<file path="src/rtl/ifu.sv">
// ifu: instruction fetch unit; owns the PC, fetches words in order over req/gnt/rvalid,
//      buffers them in a prefetch FIFO and presents one instruction (or a zero bubble) per cycle.
//
// Ports:
//   clk, rst_n                 clock, asynchronous active-low reset
//   imem_req_o / imem_addr_o   fetch request and word address (bits [1:0] always 0)
//   imem_gnt_i                 request accepted when high together with imem_req_o
//   imem_rvalid_i/imem_rdata_i in-order response valid and instruction word
//   flush_from_exe/_addr_exe   execute redirect (highest priority)
//   flush_from_dec/_addr_dec   decode redirect
//   stall_i                    hold the output registers
//   instr_ifu_2_dec_o          instruction to decoder, 32'h0 = bubble
//   instr_addr_ifu_2_dec_o     its address, 0 with a bubble
//   perf_fetch_cnt_o / perf_bubble_cnt_o  only when IFU_PERF_CNT_EN is defined
//
// Build option: define IFU_PERF_CNT_EN to add presented-instruction and bubble counters.
module ifu #(
    parameter logic [31:0] RESET_PC   = 32'h0000_0000,
    parameter int          FIFO_DEPTH = 4
) (
    input  logic        clk,
    input  logic        rst_n,
    output logic        imem_req_o,
    output logic [31:0] imem_addr_o,
    input  logic        imem_gnt_i,
    input  logic        imem_rvalid_i,
    input  logic [31:0] imem_rdata_i,
    input  logic        flush_from_exe,
    input  logic [31:0] flush_addr_exe,
    input  logic        flush_from_dec,
    input  logic [31:0] flush_addr_dec,
    input  logic        stall_i,
`ifdef IFU_PERF_CNT_EN
    output logic [31:0] perf_fetch_cnt_o,
    output logic [31:0] perf_bubble_cnt_o,
`endif
    output logic [31:0] instr_ifu_2_dec_o,
    output logic [31:0] instr_addr_ifu_2_dec_o
);
    localparam int AW = $clog2(FIFO_DEPTH);
    localparam int CW = AW + 1;

    typedef enum logic {BOOT, FETCH} state_e;

    state_e        state_q, state_d;
    logic [31:0]   fpc_q, fpc_d;
    logic [CW-1:0] out_q, out_d, disc_q, disc_d, cnt_q, cnt_d;
    logic [AW-1:0] wp_q, wp_d, rp_q, rp_d, aw_q, aw_d, ar_q, ar_d;
    logic [31:0]   instr_q, instr_d, iaddr_q, iaddr_d;
    logic [31:0]   fifo_word_q [FIFO_DEPTH];
    logic [31:0]   fifo_addr_q [FIFO_DEPTH];
    logic [31:0]   aq_q        [FIFO_DEPTH];

    logic          flush, gnt, push, pop;
    logic [31:0]   target;
    logic [CW:0]   inflight;

    assign flush    = flush_from_exe | flush_from_dec;
    assign target   = (flush_from_exe ? flush_addr_exe : flush_addr_dec) & ~32'h3;
    // buffered words plus outstanding fetches (including stale ones) bound the FIFO fill
    assign inflight = {1'b0, cnt_q} + {1'b0, out_q};

    assign imem_req_o  = (state_q == FETCH) && (inflight < (CW+1)'(FIFO_DEPTH)) && !flush;
    assign imem_addr_o = fpc_q;

    assign gnt  = imem_req_o & imem_gnt_i;
    // responses to requests issued before a flush are stale while disc_q is non-zero
    assign push = imem_rvalid_i && (disc_q == '0) && !flush;
    assign pop  = !stall_i && !flush && (cnt_q != '0);

    assign instr_ifu_2_dec_o      = instr_q;
    assign instr_addr_ifu_2_dec_o = iaddr_q;

    always_comb begin
        state_d = state_q;
        if (state_q == BOOT) state_d = FETCH;
        fpc_d   = flush ? target : (gnt ? fpc_q + 32'd4 : fpc_q);
        out_d   = out_q + CW'(gnt) - CW'(imem_rvalid_i);
        // on a flush every request still in flight after this cycle becomes stale
        disc_d  = flush ? out_d : ((imem_rvalid_i && disc_q != '0) ? disc_q - CW'(1) : disc_q);
        cnt_d   = flush ? '0 : cnt_q + CW'(push) - CW'(pop);
        wp_d    = flush ? '0 : wp_q + AW'(push);
        rp_d    = flush ? '0 : rp_q + AW'(pop);
        aw_d    = flush ? '0 : aw_q + AW'(gnt);
        ar_d    = flush ? '0 : ar_q + AW'(push);
        instr_d = flush ? '0 : (stall_i ? instr_q : (pop ? fifo_word_q[rp_q] : '0));
        iaddr_d = flush ? '0 : (stall_i ? iaddr_q : (pop ? fifo_addr_q[rp_q] : '0));
    end

    always_ff @(posedge clk or negedge rst_n) begin
        if (!rst_n) begin
            state_q <= BOOT;
            fpc_q   <= RESET_PC;
            out_q   <= '0;
            disc_q  <= '0;
            cnt_q   <= '0;
            wp_q    <= '0;
            rp_q    <= '0;
            aw_q    <= '0;
            ar_q    <= '0;
            instr_q <= '0;
            iaddr_q <= '0;
        end else begin
            state_q <= state_d;
            fpc_q   <= fpc_d;
            out_q   <= out_d;
            disc_q  <= disc_d;
            cnt_q   <= cnt_d;
            wp_q    <= wp_d;
            rp_q    <= rp_d;
            aw_q    <= aw_d;
            ar_q    <= ar_d;
            instr_q <= instr_d;
            iaddr_q <= iaddr_d;
        end
    end

    // storage needs no reset: pointers and counters qualify every read
    always_ff @(posedge clk) begin
        if (gnt) aq_q[aw_q] <= fpc_q;
        if (push) begin
            fifo_word_q[wp_q] <= imem_rdata_i;
            fifo_addr_q[wp_q] <= aq_q[ar_q];
        end
    end

`ifdef IFU_PERF_CNT_EN
    logic [31:0] pf_q, pb_q;

    assign perf_fetch_cnt_o  = pf_q;
    assign perf_bubble_cnt_o = pb_q;

    always_ff @(posedge clk or negedge rst_n) begin
        if (!rst_n) begin
            pf_q <= '0;
            pb_q <= '0;
        end else begin
            pf_q <= pf_q + 32'(pop);
            pb_q <= pb_q + 32'(!stall_i && !pop);
        end
    end
`endif
endmodule

</file>
<file path="config.mk">
export PLATFORM = sky130hd
export DESIGN_NAME = ifu
export DESIGN_NICKNAME = d
export VERILOG_FILES = /design/src/rtl/ifu.sv
export SDC_FILE = /design/constraint.sdc
export NUM_CORES = 1
export LEC_CHECK = 0
export CAP_MARGIN = 10
export CORE_MARGIN = 4
export CORE_UTILIZATION = 25
export CTS_CLUSTER_DIAMETER = 150
export DETAILED_ROUTE_END_ITERATION = 8
export GPL_TIMING_DRIVEN = 0
export PLACE_DENSITY_LB_ADDON = 0.08
export SYNTH_ARGS = -nofsm -noshare
export SYNTH_HDL_FRONTEND = slang
export SYNTH_SLANG_ARGS = --single-unit
export TNS_END_PERCENT = 5
</file>
<file path="constraint.sdc">
create_clock -name clk -period 6 [get_ports clk]
set_clock_uncertainty 0.05 [all_clocks]
set_input_delay 0.6 -clock clk [delete_from_list [all_inputs] [get_ports clk]]
set_output_delay 0.6 -clock clk [all_outputs]
set_load 0.05 [all_outputs]
</file>
==> impl_results.md <==
- Gate power share: 6.7%
- Switching share of power: 22.47%
- Worst R2R Path Depth: 11
- Critical Path Most Common Cell: clkbuf_1
- Synth area leader: edfxtp_1
- Initial antenna violation count: 0
- Row cnt: 99
- Worst path depth: 5
- Clock Tree Root: clkbuf_16
- Final core occ: 32.86%
- Reg2reg setup slack: 2.79 ns
- I/O Buffers: 191
- Crit end category: output port
- Post-synth EDFFs: 368
- Synth cell count leaders: 368 x edfxtp_1, 111 x dfrtp_1, 92 x mux4_2
- Largest net degree at the start of global routing: 75
- DRT Wirelength: 48.91 mm
- Yosys reg bits: 479
- ANT cells: 0
- Distinct cell type count after synthesis: 57
- Initial core utilization: 25.31%
- Worst slew margin: 29.89%
- Tmin final: 3.557 ns
- Power per cell area: 323.6 nW/µm²
- Startpoint Class: input pin
- GR Overflow Total: 0
- Fmax: 281.1 MHz
- Setup crit end: imem_req_o
- Layout Nets: 1350
- Clock power share: 45.1%
- Top cell type's share of synthesized area: 59.75%
- Hold Fails Final Rpt: 0
- RR Endpoint: cnt_q[2]
- Finished Layout Cells: 2240
- Synth Instances: 953
- Drc violations: 0
- Syn Area/Cell: 19.41 µm²
- Die Span Y: 280.0 µm
- Maximum Capacitance Violations: 0
- Post-Place Cells: 2131
- Worst-path cell chain: clkbuf_1 > nor2_2 > clkbuf_1 > and3_1 > clkdlybuf4s50_1
- Post-CTS Setup Bufs: 0
- Max Slew Vio Count: 0
- Placement Cell Area: 22080 µm²
- Setup WS pre-CTS: 1.844 ns
- Crit Path Max Fanout: 10
- Critical path data required time: 5.35 ns
- Worst vdd ir: 181.4 µV
- CTS tree: built
- Ports: 200
- Tcrit/Tclk final: 59.29%
- Status: finished, final reports clean
- Wire per inst: 21.84 µm
- Ys Warns: 0
- Leak: 8.228 nW
- Area Growth Syn to Fin: 29.84%
- Initial DRC Count: 462
- Fillers: 7051
- Layout cell share with drive strength beyond 1: 19.67%
- Switching power: 1.746 mW
- GRT Total Usage: 12.51%
- FF/Latch Area: 13830 µm²
- Die area: 78390 µm²
- Total CTS buffers: 57
- First-pass GRT wire length: 73.01 mm
- Mapped cell area: 18490 µm²
- Setup WS post-layout: 2.443 ns
- TNS Setup: 0 ns
- HPWL Detailed: 33.23 mm
- Clock Latency Late Sink: 0.60 ns
- Async set-reset flop share out of synthesis: 23.17%
- DIE WIDTH: 280.0 µm
- Sequential fraction of the synthesis area: 74.77%
- H-tree levels: 2
- Via density per instance: 4.362
- Worst Tran Pin Value: 1.052 ns
- HP Class: in2async
- Worst EP arrival: 2.91 ns
- TritonRoute pass-1 iters: 5
- Synth top area cells: edfxtp_1 60%, dfrtp_1 15%, mux4_2 11%
- Routed via count: 9771
- FF-to-FF Start: cnt_q[1]
- Critical path buffer and inverter count: 3
- Final instance area: 24010 µm²
- Core ar.: 73080 µm²
- Post-route antenna net violation count: 0
- CTS sink cnt: 479
- GP Congestion: 0.7506
- Crit Path Class: in2out
- CP startpoint: flush_from_dec
- Largest stage delay, worst path: 0.83 ns
- Top FF cell, synth: edfxtp_1
- Crit-path leading delay family: buffers and inverters
- Number of global-route vias before repair: 10.54k
- Multi-input logic area: 4420 µm²
- Most numerous cell in the Yosys netlist: edfxtp_1
- Cts repair resizes: 0
- Clock-pin slew on the worst setup and hold paths: 0.06 ns
- Internal power: 6.024 mW
- RSZ-0062 raised after global routing: no
- Final setup violation count: 0
- Sequential power share: 48.2%
- Slowest CP cell: clkdlybuf4s50_1
- Worst-case clock buffer depth: 3
## registers in the layout, summed over array words and instances, names as in the netlist
signal and flops:
rp_q 2, instr_addr_ifu_2_dec_o 31, ar_q 2, disc_q 3, out_q 3, aq_q 120
aw_q 2, state_q 1, instr_ifu_2_dec_o 32, wp_q 2, fifo_addr_q 120, cnt_q 3
imem_addr_o 30, fifo_word_q 128
## kinds of logic after synthesis
| family | share of synthesized area [%] |
|---|---|
| muxes | 12.18 |
| other | 0.04061 |
| adders and majority gates | 1.096 |
| DFF | 74.77 |
| xor gates and xnor gates | 0.8051 |
| AOI/OAI and AO/OA | 5.710 |
| buffers and inverters | 1.603 |
| and+or+nand+nor | 3.795 |
## per-layer routing
metal / GRT usage, % / vias up / wire (µm)
met3: 2.754 / 77 / 2292
met2: 20.73 / 242 / 23880
li1: - / 4442 / -
met5: 0 / - / 0
met1: 16.82 / 5010 / 21730
met4: 3.158 / 0 / 1013
## per-stage QoR
step	power, mW	hold WS (ns)
global placement	4.335	0.4364
floorplan	4.073	0.2544
detailed placement	4.345	0.4433
global route	8.108	0.4650
CTS	7.922	0.4216
finish	7.770	0.4489
## cells in the final DEF (no fill, tap or decap), types with 9 or more instances in the layout
| cell | netlist | routed |
|---|---|---|
| edfxtp_1 | 368 | 368 |
| clkdlybuf4s50_1 | 0 | 190 |
| dfrtp_1 | 111 | 111 |
| mux4_2 | 92 | 92 |
| a22o_1 | 62 | 62 |
| clkbuf_16 | 0 | 59 |
| clkbuf_1 | 22 | 38 |
| nor2_1 | 29 | 27 |
| nand2_1 | 22 | 22 |
| a21oi_1 | 22 | 22 |
| buf_2 | 20 | 20 |
| o21ai_0 | 19 | 19 |
| mux2i_1 | 18 | 18 |
| buf_6 | 2 | 16 |
| o22ai_1 | 14 | 14 |
| ha_1 | 13 | 13 |
| inv_1 | 12 | 12 |
| clkinv_2 | 1 | 12 |
| xnor2_1 | 11 | 11 |
| nand3_1 | 9 | 9 |
| nand4_1 | 9 | 9 |
## cell type report
cell class	instances	share of cell area (%)
tap	959	4.997
buffer	52	1.027
clock buffer	83	6.857
timing repair buffer	219	9.765
clock inverter	25	1.146
sequential	479	57.59
multi-input combinational	410	18.41
inverter	13	0.2084
## power groups by stage
stage               logic (mW)  registers (mW)  clock network (mW)
floorplan                0.217            3.86                   0
global placement         0.517            3.82                   0
detailed placement       0.531            3.81                   0
CTS                      0.535            3.75                3.64
global route             0.573            3.76                3.78
finish                   0.522            3.74                3.50
## worst min-delay path by stage
stage	startpoint	to	depth (start not counted)
floorplan	rst_n	ar_q[0]	0
global placement	instr_ifu_2_dec_o[12]	instr_ifu_2_dec_o[12]	1
detailed placement	instr_ifu_2_dec_o[3]	instr_ifu_2_dec_o[3]	1
CTS	flush_from_exe	imem_addr_o[4]	4
global route	instr_ifu_2_dec_o[9]	instr_ifu_2_dec_o[9]	1
finish	rst_n	instr_ifu_2_dec_o[24]	2
## worst reg2reg max path, stage by stage, from the launching register on
cell	delay, ns
dfrtp_1	0.45
nor3_1	0.12
nor3_4	0.77
buf_2	0.42
ha_1	0.28
inv_1	0.05
ha_1	0.13
inv_1	0.05
fa_1	0.38
xor2_1	0.19
xnor2_1	0.14
nor2_1	0.05
## repair_timing
item,4_1_cts,5_1_grt
hold endpoints to repair,37,0
hold buffers,1,0
endpoints found under the setup margin,0,0
No activity file was read; power rests on OpenSTA's default activity.
